**src/rtl/clock_pkg.sv**
```systemverilog
// rtl/clock_pkg.sv - shared constants and field widths for the century clock counters
package clock_pkg;

   // Field widths
   localparam int D_W  = 5;
   localparam int M_W  = 4;
   localparam int WD_W = 3;

   // Range limits
   localparam logic [D_W-1:0]  D_MAX   = 5'd31;
   localparam logic [WD_W-1:0] WD_MAX  = 3'd6;
   localparam logic [M_W-1:0]  MON_FEB = 4'd2;

   // Weekday encoding, Sunday first
   localparam logic [WD_W-1:0] SUN = 3'd0;
   localparam logic [WD_W-1:0] MON = 3'd1;
   localparam logic [WD_W-1:0] TUE = 3'd2;
   localparam logic [WD_W-1:0] WED = 3'd3;
   localparam logic [WD_W-1:0] THU = 3'd4;
   localparam logic [WD_W-1:0] FRI = 3'd5;
   localparam logic [WD_W-1:0] SAT = 3'd6;

endpackage

```
**src/rtl/count_day_if.sv**
```systemverilog
// rtl/count_day_if.sv - strobe, date-load and count signals between count_day and its neighbours
interface count_day_if
   import clock_pkg::*;
#(
   parameter int Y_W = 7
);
   logic            pulse_d;
   logic [M_W-1:0]  cnt_mon;
   logic [Y_W-1:0]  cnt_y;
   logic            ld_en;
   logic [D_W-1:0]  ld_d;
   logic [WD_W-1:0] ld_wd;
   logic [D_W-1:0]  cnt_d;
   logic [WD_W-1:0] cnt_wd;
   logic            pulse_mon;

   // Upstream side: hour counter, month/year counters and set logic
   modport master (
      output pulse_d, cnt_mon, cnt_y, ld_en, ld_d, ld_wd,
      input  cnt_d, cnt_wd, pulse_mon
   );

   // The day counter itself
   modport slave (
      input  pulse_d, cnt_mon, cnt_y, ld_en, ld_d, ld_wd,
      output cnt_d, cnt_wd, pulse_mon
   );
endinterface

```
**src/rtl/days_in_month.sv**
```systemverilog
// rtl/days_in_month.sv - combinational month length from month number and year-within-century
module days_in_month
   import clock_pkg::*;
(
   input  logic [M_W-1:0] mon_i,
   input  logic [1:0]     yl_i,
   output logic [D_W-1:0] dim_o
);

   // Month length lookup; every year divisible by 4 in 2000..2099 is leap, and
   // illegal month codes fall back to the longest month so nothing is clamped.
   always_comb begin
      dim_o = D_MAX;
      case (mon_i)
         4'd4, 4'd6, 4'd9, 4'd11: dim_o = 5'd30;
         MON_FEB:                 dim_o = (yl_i == 2'd0) ? 5'd29 : 5'd28;
         default:                 dim_o = D_MAX;
      endcase
   end

endmodule

```
**src/rtl/count_day.sv**
```systemverilog
// rtl/count_day.sv - day-of-month and day-of-week counter with month-end pulse and date load
module count_day
   import clock_pkg::*;
#(
   parameter logic [WD_W-1:0] WD_RST = 3'd6,
   parameter int              Y_W    = 7
)(
   input  logic        clk,
   input  logic        set_day,
   count_day_if.slave  bus
);

   logic [D_W-1:0]  dim;
   logic [D_W-1:0]  cnt_d_q,  cnt_d_d;
   logic [WD_W-1:0] cnt_wd_q, cnt_wd_d;
   logic            pulse_mon_q, pulse_mon_d;

   // Only the low two year bits matter for leap years inside one century
   logic unused_year_bits;
   assign unused_year_bits = ^bus.cnt_y[Y_W-1:2];

   days_in_month u_dim (
      .mon_i (bus.cnt_mon),
      .yl_i  (bus.cnt_y[1:0]),
      .dim_o (dim)
   );

   // Priority mux: load beats strobe, strobe beats clamp, otherwise hold
   always_comb begin
      cnt_d_d     = cnt_d_q;
      cnt_wd_d    = cnt_wd_q;
      pulse_mon_d = 1'b0;
      if (bus.ld_en) begin
         if (bus.ld_d == '0)
            cnt_d_d = 5'd1;
         else if (bus.ld_d > dim)
            cnt_d_d = dim;
         else
            cnt_d_d = bus.ld_d;
         cnt_wd_d = (bus.ld_wd == 3'd7) ? SUN : bus.ld_wd;
      end else if (bus.pulse_d) begin
         if (cnt_d_q >= dim) begin
            cnt_d_d     = 5'd1;
            pulse_mon_d = 1'b1;
         end else begin
            cnt_d_d = cnt_d_q + 5'd1;
         end
         cnt_wd_d = (cnt_wd_q >= WD_MAX) ? SUN : cnt_wd_q + 3'd1;
      end else if (cnt_d_q > dim) begin
         // Month shortened under us (e.g. set to Feb while on the 31st)
         cnt_d_d = dim;
      end
   end

   // State registers with synchronous active-low reset overriding everything
   always_ff @(posedge clk) begin
      if (!set_day) begin
         cnt_d_q     <= 5'd1;
         cnt_wd_q    <= WD_RST;
         pulse_mon_q <= 1'b0;
      end else begin
         cnt_d_q     <= cnt_d_d;
         cnt_wd_q    <= cnt_wd_d;
         pulse_mon_q <= pulse_mon_d;
      end
   end

   assign bus.cnt_d     = cnt_d_q;
   assign bus.cnt_wd    = cnt_wd_q;
   assign bus.pulse_mon = pulse_mon_q;

endmodule

```
**src/flat_wrapper.sv**
```systemverilog
// flat-port wrapper written by rule: the top's interface ports become plain ports
module count_day_flat import clock_pkg::*;
#(
   parameter logic [WD_W-1:0] WD_RST = 3'd6,
   parameter int              Y_W    = 7
)
  (clk, set_day, bus_pulse_d, bus_cnt_mon, bus_cnt_y, bus_ld_en, bus_ld_d, bus_ld_wd, bus_cnt_d, bus_cnt_wd, bus_pulse_mon);
  count_day_if #(.Y_W(Y_W)) bus_i ();
  input  logic clk;
  input  logic set_day;
  input wire logic [$bits(bus_i.pulse_d)-1:0] bus_pulse_d;
  input wire logic [$bits(bus_i.cnt_mon)-1:0] bus_cnt_mon;
  input wire logic [$bits(bus_i.cnt_y)-1:0] bus_cnt_y;
  input wire logic [$bits(bus_i.ld_en)-1:0] bus_ld_en;
  input wire logic [$bits(bus_i.ld_d)-1:0] bus_ld_d;
  input wire logic [$bits(bus_i.ld_wd)-1:0] bus_ld_wd;
  output wire logic [$bits(bus_i.cnt_d)-1:0] bus_cnt_d;
  output wire logic [$bits(bus_i.cnt_wd)-1:0] bus_cnt_wd;
  output wire logic [$bits(bus_i.pulse_mon)-1:0] bus_pulse_mon;
  assign bus_i.pulse_d = bus_pulse_d;
  assign bus_i.cnt_mon = bus_cnt_mon;
  assign bus_i.cnt_y = bus_cnt_y;
  assign bus_i.ld_en = bus_ld_en;
  assign bus_i.ld_d = bus_ld_d;
  assign bus_i.ld_wd = bus_ld_wd;
  assign bus_cnt_d = bus_i.cnt_d;
  assign bus_cnt_wd = bus_i.cnt_wd;
  assign bus_pulse_mon = bus_i.pulse_mon;
  count_day #(.WD_RST(WD_RST), .Y_W(Y_W)) u_core (.clk(clk), .set_day(set_day), .bus(bus_i));
endmodule
```
**config.mk**
```make
export PLATFORM = sky130hd
export DESIGN_NAME = count_day_flat
export DESIGN_NICKNAME = d
export VERILOG_FILES = /design/src/rtl/clock_pkg.sv /design/src/rtl/count_day_if.sv /design/src/rtl/days_in_month.sv /design/src/rtl/count_day.sv /design/src/flat_wrapper.sv
export SDC_FILE = /design/constraint.sdc
export NUM_CORES = 1
export LEC_CHECK = 0
export ABC_AREA = 1
export BUFFER_PORTS_ARGS = -buffer_cell sky130_fd_sc_hd__buf_2
export CORE_MARGIN = 2
export CORE_UTILIZATION = 55
export DETAILED_ROUTE_END_ITERATION = 6
export PLACE_DENSITY_LB_ADDON = 0.2
export SETUP_SLACK_MARGIN = 0.2
export SYNTH_ARGS = -nofsm -noshare
export SYNTH_HDL_FRONTEND = slang
export SYNTH_HIERARCHICAL = 1
export SYNTH_SLANG_ARGS = --single-unit
```
**constraint.sdc**
```tcl
create_clock -name clk -period 3.35 [get_ports clk]
set_input_delay 0 -clock clk [delete_from_list [all_inputs] [get_ports clk]]
set_output_delay 0 -clock clk [all_outputs]
set_load 0.01 [all_outputs]
```
### Yosys cells after proc, flatten, opt, wreduce, memory -nomap -nowiden

Cells that the tools add are included.

* output and inout bits: 9
* logic and storage cells: 36
* memories: 0
* latch bits: 0
* flip-flop bits (word level): 9
* input bits: 23
* RAM bits: 0
* memory bits (read-only): 0

* divide/modulo/power cells: 0
* add/sub/neg operators: 2
* shift-type cells: 0
* magnitude comparators: 4
* reductions and logical operators: 6
* equality and inequality tests: 6
* bitwise gates (word level): 2
* multiply operators: 0
* muxes and demuxes: 13

Operator list (count)
* 2-to-1 mux 5 bit: 6
* 2-to-1 mux 3 bit: 4
* > comparator 5 bit: 2
* equality test 4 x 3 -> 1 bit (second input constant): 2
* equality test 4 bit (second input constant): 2
* adder 5 x 1 -> 5 bit (second input constant): 1
* >= comparator 5 bit: 1
* logical NOT 5 bit: 1
* equality test 4 x 2 -> 1 bit (second input constant): 1
* one-hot mux 2 bit (2 select lines): 1
* OR reduction 4 bit: 1
* adder 3 x 1 -> 3 bit (second input constant): 1
* equality test 3 bit (second input constant): 1
* >= comparator 3 bit (second input constant): 1
* nonzero test 3 bit: 1
* OR reduction 3 bit: 1
* logical NOT 2 bit: 1
* 2-to-1 mux 1 bit: 2
* NOT 1 bit: 2
* nonzero test 2 bit: 1

### Depth between registers and ports, before layout

Gate-level depths: netlist of the first run.

* depth after elaboration: 7
* depth in mapped cells: 15
* gate-level depth less buffers: 15

### Cells and area by module

Netlist of the first run, hierarchy kept.

Modules (own cells, without submodules)
* count_day: area an instance 989.7 µm², seq. area each 180.2 µm², cells each 164, times used 1
* days_in_month: area an instance 77.6 µm², seq. area each 0.0 µm², cells each 15, times used 1

### Least setup slack after synthesis of the first run

No wires, ideal clock.

* kind: register -> register
* from: register u_core.cnt_d_q[4] (netlist: u_core/bus.cnt_d[4])
* to: register u_core.cnt_d_q[0] (netlist: u_core/bus.cnt_d[0])
* setup time: 0.112 ns
* stages on the path, launching flop included: 12
* setup slack: 1.895 ns
* period minus slack after synthesis: 1.455 ns
* arrival time: 1.343 ns
* data required time: 3.238 ns
* cell sequence: dfxtp_1 > ha_1 > nand2_1 > inv_1 > nand2_1 > nand2_1 > nor2_2 > nand2_1 > nor2_1 > nor2_1 > nand2_1 > nand2_1

* longest elaborated chain between the ends: 4
* elaborated cells between the ends (all ways): 6
* classes of those cells: order compare (2); mux (3); reduce/logical (1)

Ends and longest elaborated chain
* from (decl): line count_day.sv:14 `logic [D_W-1:0] cnt_d_q, cnt_d_d;`
* from (signal assigned): line count_day.sv:62 `cnt_d_q <= cnt_d_d;`
* >= comparator 5 bit: line count_day.sv:42 `if (cnt_d_q >= dim) begin`
* 2-to-1 mux 5 bit: line count_day.sv:42
* 2-to-1 mux 5 bit: line count_day.sv:41 `end else if (bus.pulse_d) begin`
* 2-to-1 mux 5 bit: line count_day.sv:33 `if (bus.ld_en) begin`

Several ways; a longest one is shown, not always the timed one.
A chain may end at the register's enable or synchronous reset.

### Worst setup path in the final report of the first run

* from: register u_core.cnt_d_q[3] (netlist: u_core/bus.cnt_d[3])
* to: register u_core.cnt_d_q[0] (netlist: u_core/bus.cnt_d[0])

Same word-level chain as after synthesis.

==> flow_metrics.tcl, run 1 <==
set metrics [dict create \
    dpl-instance-area_sq_mm 0.00120 \
    crit_path_end_kind "flop" \
    ant_nets 0 \
    diodes 0 \
    cts_setup_buffers 0 \
    ir_drop_uv 281 \
    drt_iter0_drc 23 \
    num_vias 1225 \
    viasPerCell 5.26 \
    grt_usage 0.252 \
    setup_viol 0 \
    rsz0062_at_grt "false" \
    crit_fanout 6 \
    critPathKind "flop to flop" \
    fin_cells 233 \
    cts_hold_buf 1 \
    die_h_um 48.1 \
    cts_tree "yes" \
    io_buffers 26 \
    synthTopCellsByCount "nand2_1, nand3_1, nor2_1" \
    clock-sinks 9 \
    drtPass1Iterations 4 \
    grt-ovfl-total 0 \
    hp-class "input pin to flop" \
    synth_warnings 6 \
    drt-wirelength-per-cell_um 10.6 \
    hold_viol 0 \
    fin_skew_ns 0.00803 \
    powerDensity_mw_per_mm2 309 \
    finish.utilization 0.695 \
    min_path_cells 3 \
    max_cap_violations 0 \
    grt_pass1_vias 1084 \
    clock_latency_ns 0.27 \
    postLayoutCellArea_sq_mm 0.00124 \
    cts_inserted_buffers 3 \
    startpoint_type "flop" \
    ys_seq_elements 9 \
    avgSynthCellArea_sq_um 5.96 \
    synthFlopType "dfxtp_1" \
    cts_max_level 1 \
    grt_antenna_before_repair 0 \
    post-route-period-util 0.484 \
    final.setup.tns_ns 0 \
    fin_nets 245 \
    grt_pass1_wl_um 4110 \
    yosys-top-cells-area "dfxtp_1, nand2_1, ha_1" \
    synth.most_common_cell "nand2_1" \
    fin_total_pwr_w 0.000383 \
    clock.fmax_ghz 0.617 \
    min_period_ns 1.62 \
    clk_pin_slew_ns 0.07 \
    critPathArrivalTime_ns 1.79 \
    cts_resized 0 \
    die-area_sq_mm 0.00231 \
    fp.dieW_um 48.1 \
    cts-root-buf "clkbuf_4" \
    netlist.area_leader.share 0.169 \
    synth.distinct_cells 25 \
    coreArea_sq_mm 0.00178 \
    drive_gt1_frac 0.207 \
    drcViolationCount 0 \
    r2r_cells 11 \
    yosys.area.top_type "dfxtp_1" \
    synth_area_sq_mm 0.00107 \
    start_util 0.599 \
    clock_path_buffers 2 \
    slew_violations 0 \
    cp_data_required_time_ns 3.52 \
    place_congestion 0.862 \
    ioPinCount 32 \
    async_flop_share 0 \
    wirelength_um 2480 \
    grt_max_degree 11 \
    p_leak_nw 0.714 \
    area_growth_pct 16.2 \
    hpwl_um 2010 \
    num_rows 15 \
    seq_area_frac_synth 0.169 \
    synth_edf_count 0 \
    status "finished clean" \
    place_inst 228 \
    synthCells 179 \
]
[state kept, by name, summed over array words and instances, names as in the netlist]
signal and count:
u_core/bus.pulse_mon 1, u_core/bus.cnt_wd 3, u_core/bus.cnt_d 5
[critical path: stages, from the launching register on]
cell and delay (ns):
dfxtp_1 0.37, ha_1 0.30, nand2_1 0.11, inv_1 0.05
nand2_1 0.07, nand2_1 0.06, nor2_2 0.19, nand2_1 0.11
nor2_1 0.11, nor2_1 0.05, nand2_1 0.05, nand2_1 0.04
[power breakdown]
part	leakage [nW]	switching [W]	internal, W
clock network	0.0177	0.0000424	0.0000441
registers	0.0748	0.0000157	0.000119
logic	0.622	0.0000983	0.0000638
total	0.714	0.000156	0.000227
[per-layer routing]
metal,vias up,global-route usage,share of wire
met5,-,0,0
met4,0,0.0486,0
met3,0,0.0566,0.053
met2,37,0.491,0.53
met1,555,0.276,0.42
li1,633,-,-
[area by class of cell]
class / count / area (sq um)
Sequential cell: 9 / 180
Clock inverter: 1 / 5.00
Tap cell: 25 / 31.3
Inverter: 24 / 90.1
Fill cell: 174 / 543
Multi-Input combinational cell: 144 / 771
Timing Repair Buffer: 27 / 140
Clock buffer: 3 / 22.5
[logic make-up after synthesis]
logic type               count (synthesis)  synth area share
adder cells (fa/ha/maj)                 13             0.152
AND/OR/NAND/NOR                        108             0.457
AO/OA/AOI/OAI                           20             0.102
buffers and inverters                   28             0.116
other                                    1           0.00351
flip-flops                               9             0.169
[layout by cell type, fill, tap and decap left out, types with 3 or more instances in the layout]
| master | instances |
|---|---|
| buf_2 | 26 |
| clkbuf_4 | 3 |
| a21oi_1 | 6 |
| inv_1 | 22 |
| dfxtp_1 | 9 |
| nand2_1 | 45 |
| nor2_1 | 23 |
| nand3_1 | 23 |
| o21ai_1 | 4 |
| nor2_2 | 6 |
| conb_1 | 3 |
| ha_1 | 13 |
| o21ai_0 | 7 |
[worst paths after layout]
path                   startpoint                   end  slack (ns)
max           u_core/bus.cnt_d[3]   u_core/bus.cnt_d[0]        1.73
min                  bus_ld_wd[0]  u_core/bus.cnt_wd[0]       0.005
max reg2reg   u_core/bus.cnt_d[3]   u_core/bus.cnt_d[0]        1.73
min reg2reg  u_core/bus.cnt_wd[2]  u_core/bus.cnt_wd[2]        0.51
[metrics by stage]
stage	setup slack [ns]	hold WS, ns
after detailed placement	1.73	0.278
after global placement	1.78	0.274
after global routing	1.56	0.0138
final	1.73	0.00521
after floorplan	1.90	0.0841
after CTS	1.73	0.00129
No activity file was read; power rests on OpenSTA's default activity.
==> inputs of run 2 (changes only) <==
Settings changed: ABC_AREA 1 to 0, CORE_UTILIZATION 55 to 45.
Clock period 3.35 ns to 1.3 ns, I/O delays scaled along.
==> run 2 against run 1 <==
  * The run now ends with setup timing left
  * Clock-buffer cell count up 1
  * Highest routed layer unchanged
  * Worst setup slack worse by 2.1 ns
  * Power rose to 2.9 times the previous value
  * Die area up 7.8%
  * Clock skew down 0.0035 ns
  * Cell area up 17%
  * Cell count down 17%
  * Largest cell class unchanged
  * Global-route usage down 1.2 points
==> flow_metrics.tcl, run 2 <==
set metrics [dict create \
    synth_edf_count 0 \
    slew_violations 0 \
    status "complete, but fails checks" \
    grt_pass1_vias 1094 \
    clockPowerShare 0.197 \
    pwr-share-comb 0.510 \
    final_cell_mix "buf_4, buf_2, ha_1" \
    ys_seq_elements 9 \
    netlist.area_leader.share 0.190 \
    synth_warnings 6 \
    drtPass1Iterations 4 \
    cts_max_level 1 \
    synth.distinct_cells 42 \
    seq_area_frac_synth 0.190 \
    p_int_w 0.000715 \
    ant_nets 0 \
    drcViolationCount 0 \
    p_leak_nw 0.702 \
    busiest_layer "met2" \
    post-place-ws_ns -0.712 \
    die_h_um 49.9 \
    rr_startpoint "u_core/bus.cnt_d[1]" \
    die-area_sq_mm 0.00249 \
    grt_usage 0.241 \
    avgSynthCellArea_sq_um 8.38 \
    diodes 0 \
    hpwl_um 2090 \
    worstSetupStartpoint "bus_cnt_mon[0]" \
    yosys-top-cells-area "dfxtp_1, ha_1, mux2i_1" \
    multi_input_area_sq_um 818 \
    num_vias 1062 \
    violations "setup timing" \
    hp-class "input pin to flop" \
    setup_viol 5 \
    clock_latency_ns 0.26 \
    grt_util_met1 0.251 \
    synthFlopType "dfxtp_1" \
    fin_nets 204 \
    yosys.area.top_type "dfxtp_1" \
    setup_ws_ns -0.414 \
    num-fill-cells 157 \
    startpoint_type "input pin" \
    final.setup.tns_ns -1.93 \
    cp_data_required_time_ns 1.45 \
    grt_pass1_wl_um 4640 \
    crit_path_end_kind "flop" \
    synth_area_sq_um 947 \
    area_growth_pct 52.6 \
    fin_skew_ns 0.00450 \
    drive_gt1_frac 0.533 \
    cp_slowest_cell "or4b_4" \
    clock-sinks 9 \
    viasPerCell 5.47 \
    crit_fanout 3 \
    worstPathCellList "buf_6 > or4b_4 > inv_4 > ha_4 > and2b_1 > o21ai_2 > a21oi_4 > buf_4 > mux2i_1 > o211ai_1 > o211a_1" \
    start_util 0.478 \
    met2_usage 0.476 \
    clk_pin_slew_ns 0.06 \
    largest_register_ffs 5 \
    fp.dieW_um 49.9 \
    critPathArrivalTime_ns 1.87 \
    grt_max_degree 10 \
    cts_hold_buf 0 \
    seqPwrFrac 0.293 \
    swShare 0.362 \
    async_flop_share 0 \
    grt-ovfl-total 0 \
    min_period_ns 1.71 \
    synthTopCellsByCount "ha_1, dfxtp_1, inv_1, nand2_1, o21ai_0" \
    critPathKind "input pin to flop" \
    drt_iter0_drc 20 \
    wirelength_um 2630 \
    ir_drop_uv 703 \
    synth.most_common_cell "ha_1" \
    clock.fmax_ghz 0.583 \
    num_rows 16 \
    max_cap_violations 0 \
    worstHoldStart "set_day" \
    holdWs_ns 0.00535 \
    switchingPower_w 0.000405 \
    place_congestion 0.819 \
    hold_viol 0 \
    final_common_cell "buf_4" \
    io_buffers 26 \
    grt_use_met3 0.0667 \
    seqCellArea_sq_um 189 \
    rsz0062_at_grt "true" \
    powerDensity_mw_per_mm2 775 \
    drt-wirelength-per-cell_um 13.6 \
    critPathMaxStageDelay_ns 0.55 \
    cts-root-buf "clkbuf_4" \
    fin_total_pwr_w 0.00112 \
    ioPinCount 32 \
    grt_antenna_before_repair 0 \
    synthCells 113 \
    post-route-period-util 1.32 \
    clock_path_buffers 2 \
    cts_tree "yes" \
    coreArea_sq_mm 0.00198 \
    cts_inserted_buffers 3 \
]
-- run 2: final cells by class --
class	count	area share
Inverter	8	0.0242
Timing Repair Buffer	53	0.237
Clock buffer	4	0.0182
Multi-Input combinational cell	93	0.566
Tap cell	27	0.0234
Sequential cell	9	0.131
-- run 2: final timing paths --
kind                                to  slack, ns  cells after the start
setup reg to reg   u_core/bus.cnt_d[3]      -0.39                      8
hold reg to reg   u_core/bus.cnt_wd[2]       0.59                      2
hold / removal    u_core/bus.cnt_wd[2]      0.005                      2
setup / recovery   u_core/bus.cnt_d[2]      -0.41                     11
-- run 2: per-layer routing --
metal  part of all wire  vias to the layer above
met5                  0                        -
met4                  0                        0
met3              0.039                        0
met2               0.56                       20
met1               0.40                      515
li1                   -                      527
-- run 2: worst max-delay path: cells and delay by family --
kind            cells  cell delay [ns]
mux                 1             0.16
compound gates      4             0.47
fa+ha+maj           1             0.19
simple gates        2             0.71
buf+inv             3             0.33
-- run 2: logic make-up after synthesis --
kind of cell	Yosys count	synth area share
other	1	0.00396
DFF	9	0.190
and+or+nand+nor	34	0.201
adders and majority gates	13	0.172
buffers and inverters	13	0.0660
xor gates and xnor gates	3	0.0277
muxes	5	0.0581
AOI/OAI and AO/OA	35	0.281
-- run 2: power groups by stage --
stage / Clock [W] / Combinational (W) / Sequential, W
detailed placement: 0 / 0.000494 / 0.000331
global route: 0.000247 / 0.000629 / 0.000333
floorplan: 0 / 0.000270 / 0.000353
CTS: 0.000227 / 0.000543 / 0.000326
finish: 0.000220 / 0.000571 / 0.000328
global placement: 0 / 0.000478 / 0.000330
-- run 2: per-stage QoR --
| stage | instance area, sq um | utilization | instances |
|---|---|---|---|
| 6_report | 1450 | 0.729 | 194 |
| 5_1_grt | 1450 | 0.729 | 194 |
| 4_1_cts | 1400 | 0.708 | 193 |
| 3_5_place_dp | 1300 | 0.654 | 185 |
| 3_3_place_gp | 1300 | 0.654 | 185 |
| 2_1_floorplan | 1000 | - | 115 |
-- run 2: repair_timing --
item	4_1_cts	5_1_grt
cloned	0	0
buffers inserted	4	1
setup endpoints to repair	9	9
gates resized for setup	14	8
pin swaps	3	8
==> inputs of run 3 (changes only) <==
Settings changed: CORE_UTILIZATION 45 to 40, SETUP_SLACK_MARGIN 0.2 to 0.1.
==> run 3 against run 2 <==
  * The flow still finishes with violations (setup timing)
  * Cell count did not move
  * Utilization decreased by 8.2 points
  * Clock skew rose by 0.0026 ns
  * Combinational power fell by 1%
  * Power decreased by 0.21%
  * Largest power group unchanged
  * Wire length is 3.8% lower
  * Global-route usage fell by 4.2 points
  * Worst hold slack gained 0.0042 ns
  * Clock-buffer cell count unchanged
==> flow_metrics.tcl, run 3 (synthesis gave the netlist of run 2 again) <==
set metrics [dict create \
    grt-ovfl-total 0 \
    clockPowerShare 0.203 \
    grt_pass1_wl_um 4110 \
    hold_viol 0 \
    grt_usage 0.199 \
    fin_cells 194 \
    critPathArrivalTime_ns 1.85 \
    r2r_cells 8 \
    powerDensity_mw_per_mm2 773 \
    p_int_w 0.000716 \
    num_rows 17 \
    ir_drop_uv 530 \
    p_leak_nw 0.700 \
    cts_inserted_buffers 3 \
    switchingPower_w 0.000401 \
    critPathMaxStageDelay_ns 0.55 \
    crit_fanout 4 \
    drive_gt1_frac 0.524 \
    cts_hold_buf 0 \
    seqPwrFrac 0.292 \
    num-fill-cells 187 \
    critPathKind "input pin to flop" \
    fp.dieW_um 52.7 \
    place_inst 186 \
    hpwl_um 2000 \
    min_period_ns 1.71 \
    ioPinCount 32 \
    rsz0062_at_grt "true" \
    violations "setup timing" \
    fin_total_pwr_w 0.00112 \
    status "complete, but fails checks" \
    crit_path_end_kind "flop" \
    fin_nets 203 \
    cp_slowest_cell "or4b_4" \
    wirelength_um 2530 \
    coreArea_sq_mm 0.00223 \
    swShare 0.359 \
    final_common_cell "buf_2" \
    drcViolationCount 0 \
    post-route-period-util 1.31 \
    clk_pin_slew_ns 0.07 \
    place_congestion 0.795 \
    cts_max_level 1 \
    diodes 0 \
    ant_nets 0 \
    die_h_um 52.7 \
    final_cell_mix "buf_2, buf_4, ha_1" \
    die-area_sq_mm 0.00277 \
    clock_latency_ns 0.27 \
    startpoint_type "input pin" \
    slew_violations 0 \
    cp_data_required_time_ns 1.44 \
    crit_buf_inv 2 \
    worstPathCellList "buf_6 > or4b_4 > inv_4 > ha_4 > and2b_1 > o21ai_2 > a21oi_4 > mux2_4 > o211ai_2 > o211ai_1" \
    drt-wirelength-per-cell_um 13.0 \
    clock-sinks 9 \
    min_path_cells 2 \
    grt_max_degree 10 \
    pwr-share-comb 0.505 \
    cts-root-buf "clkbuf_4" \
    cts_tree "yes" \
    clock.fmax_ghz 0.586 \
    grt_antenna_before_repair 0 \
    num_vias 1017 \
    area_growth_pct 52.6 \
    dpl-instance-area_sq_mm 0.00129 \
    setup_ws_ns -0.405 \
    cp_top_family "simple AND/OR/NAND/NOR gates" \
    postLayoutCellArea_sq_mm 0.00145 \
    crit_cells 10 \
    max_cap_violations 0 \
    setup_viol 5 \
    hp-class "input pin to flop" \
    post-place-ws_ns -0.722 \
    reg2reg_slack_ns -0.36 \
    largest_register_ffs 5 \
    io_buffers 26 \
    start_util 0.424 \
    fin_skew_ns 0.00711 \
    clock_path_buffers 2 \
    drtPass1Iterations 4 \
    drt_iter0_drc 31 \
    viasPerCell 5.24 \
    grt_pass1_vias 949 \
]
## run 3: area by class of cell
class	count	area (sq um)	area share
Inverter	8	32.5	0.0225
Clock buffer	4	26.3	0.0182
Sequential cell	9	186	0.129
Timing Repair Buffer	52	349	0.242
Tap cell	28	35.0	0.0242
Multi-Input combinational cell	93	816	0.565
## run 3: path summary, 6_finish.rpt
path | from | to
worst max-delay path | bus_cnt_mon[0] | u_core/bus.cnt_d[0]
worst min-delay path | set_day | u_core/bus.cnt_wd[2]
worst max register to register | u_core/bus.cnt_d[1] | u_core/bus.cnt_d[3]
worst min register to register | u_core/bus.cnt_wd[2] | u_core/bus.cnt_wd[2]
## run 3: power by group through the flow
stage	Clock, W	Combinational (W)	Sequential [W]
global route	0.000249	0.000622	0.000330
global placement	0	0.000475	0.000329
CTS	0.000232	0.000514	0.000326
floorplan	0	0.000269	0.000352
finish	0.000227	0.000564	0.000326
detailed placement	0	0.000484	0.000331
## run 3: worst register-to-register path: cells and delay by family, from the launching register on
kind                       cells  cell delay, ns
AOI/OAI and AO/OA              4            0.55
adders and majority gates      1            0.29
and+or+nand+nor                2            0.21
DFF                            1            0.33
buffers and inverters          1            0.15
## run 3: stage by stage
step                setup TNS [ns]  utilization  hold slack, ns
floorplan                    -2.00            -           0.158
global placement             -3.31        0.578           0.274
detailed placement           -3.51        0.578           0.282
CTS                          -1.82        0.616         0.00147
global route                 -2.23        0.647          0.0155
finish                       -1.82        0.647         0.00952
## run 3: what timing repair did
| action | 4_1_cts | 5_1_grt |
|---|---|---|
| pin swaps | 5 | 11 |
| resized for setup | 14 | 12 |
| buffers inserted | 2 | 2 |
| endpoints found under the setup margin | 9 | 9 |
| endpoints found under the hold margin | 0 | 0 |
## run 3: routing by layer
metal / track usage / part of all wire
met1: 0.274 / 0.49
met2: 0.317 / 0.46
met3: 0.0286 / 0.042
met4: 0.0598 / 0.0075
met5: 0 / 0
